### src/rtl/core_lsu_pkg.sv
// Shared types and helpers for the load/store unit.
package core_lsu_pkg;

    localparam int unsigned OPERAND_WIDTH = 64;

    // Load funct3 encodings; 3'b111 is decoded as a full doubleword load.
    typedef enum logic [2:0] {
        READ_LB  = 3'b000,
        READ_LH  = 3'b001,
        READ_LW  = 3'b010,
        READ_LD  = 3'b011,
        READ_LBU = 3'b100,
        READ_LHU = 3'b101,
        READ_LWU = 3'b110,
        READ_LDX = 3'b111
    } read_type_e;

    // Store size encodings.
    typedef enum logic [1:0] {
        WRITE_SB = 2'b00,
        WRITE_SH = 2'b01,
        WRITE_SW = 2'b10,
        WRITE_SD = 2'b11
    } write_type_e;

    // Bus transaction states.
    typedef enum logic [1:0] {
        ST_IDLE = 2'b00,
        ST_REQ  = 2'b01,
        ST_RESP = 2'b10,
        ST_DONE = 2'b11
    } lsu_state_e;

    // Unshifted byte-enable pattern for an access size (0:B 1:H 2:W 3:D).
    function automatic logic [7:0] size_mask(input logic [1:0] size);
        case (size)
            2'b00:   return 8'h01;
            2'b01:   return 8'h03;
            2'b10:   return 8'h0F;
            default: return 8'hFF;
        endcase
    endfunction

    // Natural alignment check of a byte offset against an access size.
    function automatic logic is_aligned(input logic [1:0] size, input logic [2:0] off);
        case (size)
            2'b00:   return 1'b1;
            2'b01:   return off[0] == 1'b0;
            2'b10:   return off[1:0] == 2'b00;
            default: return off == 3'b000;
        endcase
    endfunction

endpackage

### src/rtl/Reg.sv
// Generic register with synchronous clear and write enable.
module Reg #(
    parameter int unsigned WIDTH = 64
) (
    input  logic             clk,
    input  logic             rst,
    input  logic             wen,
    input  logic [WIDTH-1:0] d,
    output logic [WIDTH-1:0] q
);

    // Load on enable, clear on reset.
    always_ff @(posedge clk) begin
        if (rst)
            q <= '0;
        else if (wen)
            q <= d;
    end

endmodule

### src/rtl/core_lsu_ldext.sv
// Load data extraction: lane shift and sign/zero extension.
module core_lsu_ldext
    import core_lsu_pkg::*;
(
    input  logic [OPERAND_WIDTH-1:0] rdata,
    input  logic [2:0]               offset,
    input  logic [2:0]               read_type,
    output logic [OPERAND_WIDTH-1:0] result
);

    logic [OPERAND_WIDTH-1:0] shifted;

    // Move the addressed byte to lane 0, then extend per load type.
    always_comb begin
        shifted = rdata >> {offset, 3'b000};
        case (read_type)
            READ_LB:  result = {{56{shifted[7]}},  shifted[7:0]};
            READ_LH:  result = {{48{shifted[15]}}, shifted[15:0]};
            READ_LW:  result = {{32{shifted[31]}}, shifted[31:0]};
            READ_LBU: result = {56'd0, shifted[7:0]};
            READ_LHU: result = {48'd0, shifted[15:0]};
            READ_LWU: result = {32'd0, shifted[31:0]};
            default:  result = shifted;
        endcase
    end

endmodule

### src/rtl/core_lsu.sv
// Load/store unit: single outstanding data-memory transaction with
// pipeline stall, alignment check, byte lanes and load extension.
module core_lsu
    import core_lsu_pkg::*;
(
    input  logic                     clk,
    input  logic                     rst,
    input  logic                     mem_read_i,
    input  logic                     mem_write_i,
    input  logic [2:0]               read_type_i,
    input  logic [1:0]               write_type_i,
    input  logic [OPERAND_WIDTH-1:0] addr_i,
    input  logic [OPERAND_WIDTH-1:0] wdata_i,
    output logic [OPERAND_WIDTH-1:0] rdata_o,
    output logic                     stall_o,
    output logic                     misalign_o,
    output logic                     dmem_req_o,
    output logic                     dmem_we_o,
    output logic [OPERAND_WIDTH-1:0] dmem_addr_o,
    output logic [OPERAND_WIDTH-1:0] dmem_wdata_o,
    output logic [7:0]               dmem_be_o,
    input  logic                     dmem_gnt_i,
    input  logic                     dmem_rvalid_i,
    input  logic [OPERAND_WIDTH-1:0] dmem_rdata_i
);

    lsu_state_e               state;
    logic [2:0]               off_q;
    logic [2:0]               type_q;
    logic                     op;
    logic                     is_write;
    logic [1:0]               size;
    logic [2:0]               off;
    logic                     aligned;
    logic                     start;
    logic                     accept;
    logic                     load_done;
    logic [OPERAND_WIDTH-1:0] ext_data;

    // Decode the request; a read wins when both strobes are set.
    always_comb begin
        op        = mem_read_i | mem_write_i;
        is_write  = mem_write_i & ~mem_read_i;
        size      = mem_read_i ? read_type_i[1:0] : write_type_i;
        off       = addr_i[2:0];
        aligned   = is_aligned(size, off);
        start     = (state == ST_IDLE) && op && aligned;
        accept    = dmem_req_o && dmem_gnt_i;
        load_done = (state == ST_RESP) && dmem_rvalid_i;
    end

    // Bus and pipeline outputs; address/lanes follow the held pipeline inputs.
    always_comb begin
        misalign_o   = (state == ST_IDLE) && op && !aligned;
        dmem_req_o   = start || (state == ST_REQ);
        stall_o      = dmem_req_o || (state == ST_RESP);
        dmem_we_o    = dmem_req_o && is_write;
        dmem_addr_o  = {addr_i[OPERAND_WIDTH-1:3], 3'b000};
        dmem_be_o    = size_mask(size) << off;
        dmem_wdata_o = wdata_i << {off, 3'b000};
    end

    // Transaction FSM plus capture of load offset/type at grant.
    always_ff @(posedge clk) begin
        if (rst) begin
            state  <= ST_IDLE;
            off_q  <= '0;
            type_q <= '0;
        end else begin
            if (accept && mem_read_i) begin
                off_q  <= off;
                type_q <= read_type_i;
            end
            case (state)
                ST_IDLE: begin
                    if (start) begin
                        if (dmem_gnt_i)
                            state <= mem_read_i ? ST_RESP : ST_DONE;
                        else
                            state <= ST_REQ;
                    end
                end
                ST_REQ: begin
                    if (dmem_gnt_i)
                        state <= mem_read_i ? ST_RESP : ST_DONE;
                end
                ST_RESP: begin
                    if (dmem_rvalid_i)
                        state <= ST_DONE;
                end
                default: state <= ST_IDLE;
            endcase
        end
    end

    core_lsu_ldext u_ldext (
        .rdata     (dmem_rdata_i),
        .offset    (off_q),
        .read_type (type_q),
        .result    (ext_data)
    );

    Reg #(.WIDTH(OPERAND_WIDTH)) u_rdata_reg (
        .clk (clk),
        .rst (rst),
        .wen (load_done),
        .d   (ext_data),
        .q   (rdata_o)
    );

endmodule

### config.mk
export PLATFORM = sky130hd
export DESIGN_NAME = core_lsu
export DESIGN_NICKNAME = d
export VERILOG_FILES = /design/src/rtl/core_lsu_pkg.sv /design/src/rtl/Reg.sv /design/src/rtl/core_lsu_ldext.sv /design/src/rtl/core_lsu.sv
export SDC_FILE = /design/constraint.sdc
export NUM_CORES = 1
export LEC_CHECK = 0
export BUFFER_PORTS_ARGS = -buffer_cell sky130_fd_sc_hd__buf_4
export CORE_AREA = 5 5 157 159
export DETAILED_ROUTE_END_ITERATION = 10
export DIE_AREA = 0 0 162 164
export GPL_ROUTABILITY_DRIVEN = 0
export PLACE_DENSITY = 0.73
export SYNTH_ARGS = -nofsm -noshare
export SYNTH_HDL_FRONTEND = slang
export SYNTH_HIERARCHICAL = 1
export SYNTH_SLANG_ARGS = --single-unit
### constraint.sdc
create_clock -name clk -period 3 [get_ports clk]
set_clock_uncertainty 0.2 [all_clocks]
set_input_delay 0.15 -clock clk [delete_from_list [all_inputs] [get_ports clk]]
set_output_delay 0.15 -clock clk [all_outputs]
set_load 0.03 [all_outputs]
==> flow_summary.yaml, run 1 <==
timing:
  worst_slew_pin_slew_ns: 0.8452
  setup-tns-final_ns: 0
  worst_hold_slack_ns: 0.04774
  post_layout_min_period_ns: 2.716
  slew_headroom: 0.4365
  final-setup-viol-count: 0
  max_freq_ghz: 0.3682
  grt_setup_unrepaired: "false"
  maxSlewViolCount: 0
  hold_viol: 0
  post-route-period-util: 0.9052
logic_synthesis:
  ys.flop_type: "dfxtp_1"
  yosysUniqueCellTypes: 54
  ys_async_sr_fraction: 0
  post-synth-top-count-cell: "nor2_1"
  yosys_register_bits: 72
  post_synthesis_cell_area_sq_um: 7491
  synth_common_cells: "nor2_1 (151), mux2i_1 (147), nand2_1 (73)"
  yosysTopAreaCellShare: 0.1964
  ys_top_cells_by_area: "mux2i_1 (20%), dfxtp_1 (19%), mux4_2 (9.3%), nor2_1 (7.6%), buf_4 (6.8%)"
  synthCells: 924
  synth_area_leader_cell: "mux2i_1"
  synth_sequential_area_ratio: 0.1924
  yosysWarningCount: 6
  post_synth.cell_area_avg_sq_um: 8.107
  edff_count_synth: 0
power_and_ir_drop:
  total_switching_power_uw: 1926
  p_leak_uw: 0.004125
  pwr-share-comb: 0.510
  sequentialPowerShare: 0.253
  worst_ir_drop_vdd_v: 0.0002386
  pwr-share-clk: 0.237
  cellInternalPower_uw: 2711
  power_density_of_the_placed_cells_nw_per_um2: 485.9
  power_switching_share: 0.4153
cells_and_area:
  drive_above_1_share: 0.3631
  num-nets-final: 1301
  utilization: 0.4127
  syn_to_layout_area_delta_pct: 27.39
  final_design_area_no_fill_sq_um: 9543
  fillCellCount: 2342
die:
  floorplan.die_area_sq_um: 26570
  core_sq_um: 23120
  std_cell_rows: 56
  floorplan.initialDensity: 0.3240
  horizontal_die_dimension_microns: 162
  io_pins: 407
  die_y_microns: 164
clock_network:
  clk_pin_slew_ns: 0.06
  cts.sink_count: 72
  cts_buffers: 9
  clock_tree.buffer_depth: 2
  library_cell_used_as_clock_root_buffer: "clkbuf_16"
  tritoncts: "done"
  clk_latency_ns: 0.33
  post-cts-setup-buffer-count: 0
  ctsHtreeMaxLevel: 3
worst_setup_path:
  crit_path_max_fanout: 56
  startpoint_class_of_the_critical_path: "flop"
  regToRegSetupSlack_ns: 0.28
  worst-endpoint-arrival_ns: 2.78
  worst_setup_path_end_kind: "flop"
  required_ns: 3.07
  worst_setup_path_category: "reg2reg"
routing:
  num_vias: 7713
  drc_violations: 0
  wl_mm: 29.20
  initialDrtViolationCount: 619
  final_antenna_net_count: 0
  route.detailed.wl_per_inst_microns: 20.99
  detailedRoute.firstPassIterationCount: 6
  vias_per_cell: 5.545
global_routing:
  global_route.usage.total: 0.2077
  antenna_violations_before_repair: 2
  grt_pass1_wl_mm: 43.47
  first_global_vias: 7656
  global_route.overflow_total: 0
  grt_max_degree: 75
flow_run:
  max_cap_viol_count: 0
placed_design:
  dpl.hpwl_mm: 22.89
  port_buffers: 281
  place_area_sq_um: 9204
run_status:
  run_status: "completed"
hold_path:
  holdCritPathClass: "in2reg"
## area by class of cell
type	instances	area (sq um)	share of cell area
well taps	290	362.8	0.03802
flip-flops and latches	72	1446	0.1516
inverters	16	60.06	0.006293
clock inverters	7	78.83	0.008260
clock buffers	9	225.2	0.02360
multi-input cells	690	5030	0.5271
diodes	2	5.005	0.0005245
repair buffers	305	2335	0.2447
## sequential cells by signal, indices dropped and copies added (netlist names)
register       flops
u_rdata_reg/q     64
state              2
type_q             3
off_q              3
## logic make-up after synthesis
family	Yosys count	share of synthesized area
multiplexers	211	0.3402
AND/OR/NAND/NOR	342	0.2140
flip-flops	72	0.1924
other	1	0.0005006
AO/OA/AOI/OAI	130	0.1087
adder cells (fa/ha/maj)	4	0.006681
buffers and inverters	164	0.1375
## critical path, stage by stage, from the launching register on
cell and delay (ns):
dfxtp_2 0.55, mux2i_1 0.19, mux4_2 0.51, or4_4 0.72, o2111ai_1 0.22, mux2i_1 0.11
nor2_1 0.10
## worst paths after layout
check,end,start,cells past startpoint
worst max-delay path,u_rdata_reg/q[48],off_q[1],6
worst min-delay path,u_rdata_reg/q[56],dmem_rdata_i[56],5
worst max register to register,u_rdata_reg/q[48],off_q[1],6
worst min register to register,u_rdata_reg/q[4],u_rdata_reg/q[4],2
## cell usage in the layout (no fill, tap or decap), types with 4 or more instances in the layout
| master | Yosys | layout |
|---|---|---|
| and3_1 | 8 | 8 |
| o2bb2ai_1 | 8 | 8 |
| nand2_1 | 73 | 73 |
| mux2i_1 | 147 | 147 |
| nor2_1 | 151 | 151 |
| o22ai_1 | 11 | 11 |
| nor2b_1 | 18 | 18 |
| a21oi_1 | 36 | 36 |
| o2111ai_1 | 5 | 5 |
| nand4_1 | 30 | 30 |
| buf_4 | 68 | 299 |
| o32ai_1 | 9 | 9 |
| nand2b_1 | 5 | 5 |
| ha_1 | 4 | 4 |
| and2_1 | 21 | 20 |
| inv_1 | 14 | 14 |
| mux4_2 | 31 | 31 |
| nor3_1 | 4 | 4 |
| dfxtp_1 | 72 | 70 |
| o21ai_0 | 45 | 45 |
| nand3_1 | 12 | 12 |
| clkbuf_16 | 0 | 9 |
| o211ai_1 | 4 | 4 |
| nand3_2 | 4 | 4 |
| mux2_2 | 31 | 31 |
## power groups by stage
stage / Clock, uW / Combinational, uW / Sequential [uW]
after floorplan: 0 / 1610 / 1340
after global placement: 0 / 2320 / 1190
final: 1100 / 2360 / 1170
after detailed placement: 0 / 2350 / 1190
after CTS: 1120 / 2360 / 1170
after global routing: 1170 / 2530 / 1190
## stage by stage
stage | setup slack [ns] | power (uW) | std cells
2_1_floorplan | 0.5868 | 2957 | 926
3_3_place_gp | 0.4174 | 3506 | 1370
3_5_place_dp | 0.3292 | 3542 | 1370
4_1_cts | 0.3150 | 4654 | 1389
5_1_grt | 0.1127 | 4884 | 1391
6_report | 0.2844 | 4637 | 1391
## per-layer routing
| metal | track usage | part of all wire |
|---|---|---|
| met5 | 0 | 0 |
| met4 | 0.08881 | 0.042 |
| met3 | 0.05169 | 0.093 |
| met2 | 0.3761 | 0.50 |
| met1 | 0.2317 | 0.36 |
## repair_timing
action,CTS,global route
hold endpoints to repair,3,0
hold buffers,3,0
gates resized for setup,0,0
(Power assumes the default switching activity.)
==> run 2, diff against run 1 <==
Settings changed: CORE_AREA 5 5 157 159 to 5 5 154 156, DIE_AREA 0 0 162 164 to 0 0 159 161, PLACE_DENSITY 0.73 to 0.75.
==> flow_summary.yaml, run 2 (synthesis results as in run 1) <==
run_status:
  run_status: "completed"
clock_network:
  library_cell_used_as_clock_root_buffer: "clkbuf_16"
  tritoncts: "done"
  cts_buffers: 9
  clk_pin_slew_ns: 0.06
  ctsHtreeMaxLevel: 3
  clock_tree.buffer_depth: 2
  post-cts-setup-buffer-count: 0
  clk_latency_ns: 0.34
  resized_after_cts: 0
  cts.sink_count: 72
global_routing:
  grt_max_degree: 75
  global_route.usage.met2: 0.3617
  met1_usage: 0.2389
  global_route.usage.met3: 0.06609
  global_route.usage.total: 0.2077
  grt_pass1_wl_mm: 43.47
  global_route.overflow_total: 0
  antenna_violations_before_repair: 1
  grt-busiest-layer: "met2"
  first_global_vias: 7521
timing:
  final-setup-viol-count: 0
  setup-tns-final_ns: 0
  grt_setup_unrepaired: "false"
  hold_viol: 0
  post_layout_min_period_ns: 2.706
  maxSlewViolCount: 0
  worst_slack_ns: 0.2939
  slew_headroom: 0.4531
  max_freq_ghz: 0.3695
  post-route-period-util: 0.9020
  worst_hold_slack_ns: 0.04656
  worst_slew_pin_slew_ns: 0.8203
cells_and_area:
  final_std_cells_w_o_fill: 1382
  num-nets-final: 1299
  layout_common_cells: "buf_4 (295), nor2_1 (151), mux2i_1 (147)"
  syn_to_layout_area_delta_pct: 27.63
  flip_flop_count_of_the_largest_register_all_copies_and_words_added: 64
  layout_top_registers: "u_rdata_reg/q: 64 flops, off_q: 3 flops, type_q: 3 flops"
  layout.cells.most_common: "buf_4"
  regMostFlops: "u_rdata_reg/q"
  drive_above_1_share: 0.3619
  diodes: 0
die:
  floorplan.initialDensity: 0.3370
  io_pins: 407
  core_sq_um: 22230
  die_y_microns: 161
  std_cell_rows: 55
  horizontal_die_dimension_microns: 159
  floorplan.die_area_sq_um: 25600
worst_setup_path:
  required_ns: 3.07
  startpoint_class_of_the_critical_path: "flop"
  regToRegSetupSlack_ns: 0.29
  worst_setup_path_category: "reg2reg"
  crit_path_top_delay_cell: "or4_4"
  setup.worst_path.start: "off_q[1]"
  worst-endpoint-arrival_ns: 2.77
  crit_path_max_fanout: 56
  crit_path_cell_trace: "mux2i_1 -> mux4_2 -> or4_4 -> o2111ai_1 -> mux2i_1 -> nor2_1"
  timing.critical_path.max_delay_family: "simple AND/OR/NAND/NOR gates"
  crit_top_cell: "mux2i_1"
  worst_setup_path_end_kind: "flop"
  timing.critical_path.buf_inv: 0
  crit-reg2reg-launch: "off_q[1]"
  cp_peak_stage_delay_ns: 0.74
placed_design:
  port_buffers: 281
  place_inst: 1363
  dpl.hpwl_mm: 21.76
  place_ws_ns: 0.3738
routing:
  vias_per_cell: 5.635
  final_antenna_net_count: 0
  route.detailed.wl_per_inst_microns: 20.63
  detailedRoute.firstPassIterationCount: 5
  drc_violations: 0
  num_vias: 7787
  initialDrtViolationCount: 642
  wl_mm: 28.51
flow_run:
  max_cap_viol_count: 0
power_and_ir_drop:
  power_density_of_the_placed_cells_nw_per_um2: 491.0
  p_leak_uw: 0.004140
  worst_ir_drop_vdd_v: 0.0002815
  finalPower_uw: 4695
hold_path:
  holdCritPathClass: "in2reg"
  timing.hold.worst.start: "dmem_rdata_i[57]"
-- run 2: cell types whose count changed in the layout (fill, tap and decap cells not counted), sizes merged --
cell	change
buf	-2
diode	-2
clkbuf	+1
clkinv	-1
-- run 2: worst paths after layout --
kind,end,depth (start not counted)
setup / recovery,u_rdata_reg/q[54],6
hold / removal,u_rdata_reg/q[57],5
setup reg to reg,u_rdata_reg/q[54],6
hold reg to reg,u_rdata_reg/q[15],2
-- run 2: where the power goes --
part           total [uW]  switching (uW)  internal (uW)
combinational        2360            1370            983
sequential           1180             103           1070
clock                1160             458            705
-- run 2: final cells by class --
class                      instances  area (sq um)
clock inverter                     6         72.57
inverter                          16         60.06
sequential                        72          1446
multi-input combinational        690          5030
tap                              285         356.6
fill                            2194         12670
clock buffer                      10         250.2
timing repair buffer             303          2345
-- run 2: metrics by stage --
stage	instance area, sq um	util
floorplan	7498	-
global placement	9208	0.4142
detailed placement	9208	0.4142
CTS	9560	0.4301
global route	9560	0.4301
finish	9560	0.4301
-- run 2: what timing repair did --
item	CTS	global route
hold endpoints to repair	3	0
endpoints found under the setup margin	0	0
hold buffers	3	0
-- run 2: worst register-to-register path: stages, from the launching register on --
cell and delay [ns]:
dfxtp_2 0.53, mux2i_1 0.20, mux4_2 0.50, or4_4 0.74, o2111ai_1 0.25, mux2i_1 0.11
nor2_1 0.09
-- run 2: metal layers --
metal  up-vias  routed length (microns)
li1       3558                        -
met1      3719                    10590
met2       446                    14110
met3        62                     2772
met4         2                     1033
met5         -                       13
